$ cat config.mk
export PLATFORM = sky130hd
export DESIGN_NAME = max_reduce_arbiter
export DESIGN_NICKNAME = d
export VERILOG_FILES = /design/src/rtl/max_reduce_arbiter.sv
export SDC_FILE = /design/constraint.sdc
export NUM_CORES = 1
export LEC_CHECK = 0
export CAP_MARGIN = 25
export CORE_MARGIN = 5
export CORE_UTILIZATION = 35
export DETAILED_ROUTE_END_ITERATION = 8
export GPL_TIMING_DRIVEN = 0
export PLACE_DENSITY = 0.83
export SETUP_SLACK_MARGIN = 0.2
export SLEW_MARGIN = 10
export SYNTH_ARGS = -nofsm -noshare
export SYNTH_HDL_FRONTEND = slang
export SYNTH_SLANG_ARGS = --single-unit
$ cat constraint.sdc
create_clock -name clk -period 8.7 [get_ports clk]
set_input_delay 1.74 -clock clk [delete_from_list [all_inputs] [get_ports clk]]
set_output_delay 1.74 -clock clk [all_outputs]
set_load 0.02 [all_outputs]
$ cat src/rtl/max_reduce_arbiter.sv
// Round-robin arbiter sharing one byte-wise max-reduction datapath among N_REQ
// requesters; each granted burst yields one 8-bit max tagged with its owner.
module max_reduce_arbiter #(
    parameter int N_REQ     = 4,
    parameter int ID_W      = 2,
    parameter int MAX_BURST = 16
) (
    input  logic                  clk,
    input  logic                  rst_n,
    input  logic [N_REQ-1:0]      req_valid,
    input  logic [32*N_REQ-1:0]   req_data,
    input  logic [N_REQ-1:0]      req_last,
    output logic [N_REQ-1:0]      req_ready,
    output logic                  res_valid,
    output logic [7:0]            res_data,
    output logic [ID_W-1:0]       res_id,
    output logic                  res_trunc,
    input  logic                  res_ready,
    output logic                  busy
);

    localparam int CNT_W = $clog2(MAX_BURST);

    typedef enum logic [1:0] {
        IDLE   = 2'd0,
        BURST  = 2'd1,
        RESULT = 2'd2
    } state_t;

    state_t            state;
    state_t            state_next;
    logic [ID_W-1:0]   grant;
    logic [ID_W-1:0]   rr_ptr;
    logic [7:0]        acc;
    logic [CNT_W-1:0]  cnt;
    logic              trunc;

    logic [2*N_REQ-1:0] valid_dbl;
    logic [N_REQ-1:0]   valid_rot;
    logic [ID_W:0]      pick_off;
    logic [ID_W:0]      pick_sum;
    logic               pick_found;
    logic [ID_W-1:0]    pick;

    logic [N_REQ-1:0]   grant_oh;
    logic               grant_valid;
    logic               grant_last;
    logic [31:0]        word;
    logic [7:0]         word_max;
    logic               hs;
    logic               end_burst;

    function automatic logic [7:0] max4(input logic [31:0] w);
        logic [7:0] hi;
        logic [7:0] lo;
        hi = (w[31:24] > w[23:16]) ? w[31:24] : w[23:16];
        lo = (w[15:8]  > w[7:0])   ? w[15:8]  : w[7:0];
        return (hi > lo) ? hi : lo;
    endfunction

    // Rotate valids so bit 0 is rr_ptr; the lowest set bit is the winner.
    assign valid_dbl = {req_valid, req_valid};
    assign valid_rot = N_REQ'(valid_dbl >> rr_ptr);

    always_comb begin
        pick_off   = '0;
        pick_found = 1'b0;
        for (int k = N_REQ - 1; k >= 0; k--) begin
            if (valid_rot[k]) begin
                pick_off   = (ID_W+1)'(k);
                pick_found = 1'b1;
            end
        end
        pick_sum = {1'b0, rr_ptr} + pick_off;
        if (pick_sum >= (ID_W+1)'(N_REQ)) begin
            pick_sum = pick_sum - (ID_W+1)'(N_REQ);
        end
    end

    assign pick        = pick_sum[ID_W-1:0];
    assign grant_oh    = N_REQ'(1) << grant;
    assign grant_valid = |(req_valid & grant_oh);
    assign grant_last  = |(req_last & grant_oh);
    assign word        = 32'(req_data >> {grant, 5'b00000});
    assign word_max    = max4(word);
    assign hs          = (state == BURST) && grant_valid;
    assign end_burst   = hs && (grant_last || (cnt == CNT_W'(MAX_BURST - 1)));

    always_ff @(posedge clk or negedge rst_n) begin
        if (!rst_n) begin
            state <= IDLE;
        end else begin
            state <= state_next;
        end
    end

    always_comb begin
        state_next = state;
        case (state)
            IDLE:    if (pick_found) state_next = BURST;
            BURST:   if (end_burst)  state_next = RESULT;
            RESULT:  if (res_ready)  state_next = IDLE;
            default: state_next = IDLE;
        endcase
    end

    always_ff @(posedge clk or negedge rst_n) begin
        if (!rst_n) begin
            grant  <= '0;
            rr_ptr <= '0;
            acc    <= '0;
            cnt    <= '0;
            trunc  <= 1'b0;
        end else begin
            if (state == IDLE && pick_found) begin
                grant <= pick;
                acc   <= '0;
                cnt   <= '0;
                trunc <= 1'b0;
            end
            if (hs) begin
                acc <= (word_max > acc) ? word_max : acc;
                // Terminating handshake leaves cnt alone so it never wraps.
                if (end_burst) begin
                    trunc <= !grant_last;
                end else begin
                    cnt <= cnt + 1'b1;
                end
            end
            if (state == RESULT && res_ready) begin
                rr_ptr <= (grant == ID_W'(N_REQ - 1)) ? '0 : grant + 1'b1;
            end
        end
    end

    assign req_ready = (state == BURST) ? grant_oh : '0;
    assign res_valid = (state == RESULT);
    assign res_data  = res_valid ? acc : 8'h00;
    assign res_id    = res_valid ? grant : '0;
    assign res_trunc = res_valid ? trunc : 1'b0;
    assign busy      = (state != IDLE);

endmodule

==> impl_metrics.env <==
export IMPL_path_class_of_the_lowest_slack_min_delay_path="flip-flop to flip-flop"
export IMPL_final_antenna_net_count=0
export IMPL_most_frequent_cell_after_synthesis="ha_1"
export IMPL_fp_dieArea_um2=10600
export IMPL_vias_per_cell=5.37
export IMPL_place_worst_setup_slack_ps=1490
export IMPL_rr_endpoint="acc[1]"
export IMPL_detailed_place_area_um2=4720
export IMPL_ctsResizeCount=0
export IMPL_placed_cells=561
export IMPL_num_io_pins=156
export IMPL_grt_first_pass_wirelength_um=14900
export IMPL_cts_sink_count=19
export IMPL_ys_seq_elements=19
export IMPL_timing_critical_path_required_ps=8830
export IMPL_final_instance_count_excl_fill=565
export IMPL_ir_worst_vdd_mv=0.206
export IMPL_setup_slack_of_the_most_critical_reg_to_reg_path_ps=2620
export IMPL_num_vias=3034
export IMPL_starting_density_of_the_core=0.353
export IMPL_routed_wirelength_um=9960
export IMPL_remaining_drc_errors=0
export IMPL_fin_area_um2=4770
export IMPL_crit_path_max_fanout=10
export IMPL_crit_path_start_kind="input port"
export IMPL_worst_slew_pin_transition_ps=873
export IMPL_synth_edff_count=0
export IMPL_layout_worst_path_cycle_share=0.798
export IMPL_detailedRoute_firstPassIterationCount=5
export IMPL_timing_final_hold_violations=0
export IMPL_fin_setup_tns_ps=0
export IMPL_worstHoldStart="acc[6]"
export IMPL_place_gp_congestion=0.824
export IMPL_initial_antenna_violation_count=0
export IMPL_detailedPlacementHpwl_um=8840
export IMPL_synth_seq_area_share=0.157
export IMPL_fp_coreArea_um2=8590
export IMPL_cp_arrival_ps=7080
export IMPL_final_setup_skew_ps=3.47
export IMPL_pwrdens_nw_per_um2=394
export IMPL_holdPathStages=2
export IMPL_die_h_um=103
export IMPL_cts_max_path_buffers=2
export IMPL_final_net_count=635
export IMPL_post_layout_total_power_mw=1.88
export IMPL_cts_reportedPaths_clkPinSlew_ps=80
export IMPL_io_buffers=155
export IMPL_cts_post_setup_buffers_inserted=0
export IMPL_core_rowCount=34
export IMPL_fraction_of_post_synthesis_cell_area_in_the_top_cell_type_by_area=0.237
export IMPL_timing_max_transition_violations_final=0
export IMPL_dieWidth_um=103
export IMPL_post_route_cells_drive_above_1_share=0.136
export IMPL_leakage_nw=2.01
export IMPL_relSlewSlack=0.416
export IMPL_post_synth_cell_area_avg_um2=10.2
export IMPL_cp_startpoint="req_data[105]"
export IMPL_synth_ff_type="dfrtp_1"
export IMPL_achievable_frequency_mhz=144
export IMPL_outcome="finished clean"
export IMPL_count_of_maximum_capacitance_violations=0
export IMPL_post_route_min_period_ps=6940
export IMPL_grt_util_all_layers=0.179
export IMPL_setup_slack_ps=1760
export IMPL_reg_to_reg_start="grant[1]"
export IMPL_level_count_of_the_clock_h_tree=1
export IMPL_netlist_cell_type_count=37
export IMPL_area_growth_syn_to_layout_pct=57.1
export IMPL_worstSetupEndpointType="flip-flop"
export IMPL_timing_hold_worst_endpoint="acc[6]"
export IMPL_cts_hold_buffers=0
export IMPL_grt_setup_unrepaired="no"
export IMPL_n_antenna_cell=0
export IMPL_timing_final_setup_violations=0
export IMPL_synthCells=298
export IMPL_cts_buffers_inserted=3
export IMPL_synth_largest_area_cell="mux4_2"
export IMPL_nFillCells=742
export IMPL_r2r_cells=25
export IMPL_yosys_warnings=0
export IMPL_wire_per_inst_um=17.6
export IMPL_timing_worst_setup_path_type="input port to flip-flop"
export IMPL_syn_area_um2=3040
export IMPL_grt_start_max_net_pins=20
export IMPL_synth_top_cells_by_area="mux4_2, dfrtp_1, ha_1"
export IMPL_number_of_global_route_vias_before_repair=3175
export IMPL_ys_async_sr_fraction=1.00
export IMPL_synth_commonest_cells="ha_1, inv_1, mux4_2"
export IMPL_ctsRootBufferMaster="clkbuf_8"
export IMPL_overflow=0
export IMPL_drtIter0Drc=60
export IMPL_synth_net_count=475
export IMPL_cts_tree="done"
export IMPL_worstSkewPairLatency_ps=270
==> routing by layer <==
layer / share of wire / track usage
met1: 0.39 / 0.214
met2: 0.56 / 0.332
met3: 0.037 / 0.0277
met4: 0.015 / 0.0488
met5: 0 / 0
==> cells by family after synthesis <==
group,Yosys count,share of synthesized area
fa+ha+maj,38,0.157
simple gates,74,0.121
flops,19,0.157
mux,60,0.330
compound gates,54,0.149
buf+inv,49,0.0754
xor+xnor,4,0.0115
==> registers in the layout, summed over array words and instances, names as in the netlist <==
register	flops
acc	8
cnt	4
grant	2
rr_ptr	2
state	2
trunc	1
==> cell type report <==
class,instances,area (um2),area share
well taps,108,135,0.0283
inverters,36,135,0.0283
plain buffers,13,93.8,0.0197
clock buffers,3,41.3,0.00866
repair buffers,155,1550,0.325
flip-flops and latches,19,475,0.0997
clock inverters,1,5.00,0.00105
multi-input cells,230,2330,0.489
==> worst max path at each step <==
| stage | end | slack [ps] |
|---|---|---|
| after global routing | acc[1] | 1410 |
| final | acc[1] | 1760 |
| after global placement | acc[5] | 1620 |
| after floorplan | acc[1] | 2470 |
| after CTS | acc[5] | 1760 |
| after detailed placement | acc[5] | 1490 |
==> where the power goes <==
part | leakage, nW | internal (mW) | switching [mW]
sequential | 0.249 | 0.122 | 0.0260
clock | 0.0255 | 0.0320 | 0.0325
combinational | 1.74 | 0.783 | 0.885
total | 2.01 | 0.937 | 0.944
==> worst max-delay path, cell delays in order <==
cell             delay (ps)
clkdlybuf4s50_1         390
mux4_2                  490
ha_1                    330
nor2b_1                 140
o211ai_1                160
a21oi_1                 120
o22ai_4                 310
mux2i_1                 470
ha_1                    350
a21oi_1                 170
o21ai_1                 120
mux2i_1                 150
a21o_1                   90
buf_2                   240
mux2i_1                 260
ha_1                    270
o21ai_1                 120
a21oi_1                  50
o21ba_1                 170
o221ai_2                370
nand2b_1                160
buf_2                   250
o221ai_2                140
==> through the flow <==
| step | hold slack, ps | utilization |
|---|---|---|
| after floorplan | 477 | - |
| after global placement | 497 | 0.550 |
| after detailed placement | 510 | 0.550 |
| after CTS | 526 | 0.555 |
| after global routing | 542 | 0.555 |
| final | 525 | 0.555 |
==> layout by cell type (no fill, tap or decap), types with 2 or more instances in the layout <==
master,instances
a21oi_1,18
a22oi_1,5
and2_1,6
buf_2,6
buf_6,5
clkbuf_1,2
clkbuf_8,3
clkdlybuf4s50_1,155
dfrtp_1,19
ha_1,38
inv_1,35
mux2_2,2
mux2i_1,26
mux4_2,32
nand2_1,19
nand2b_1,2
nand3_1,10
nand4_1,10
nor2_1,16
nor2b_1,8
o211ai_1,2
o21ai_0,6
o21ai_1,4
o221ai_2,9
o22ai_4,2
xnor2_1,2
xor2_1,2
(Power assumes the default switching activity.)
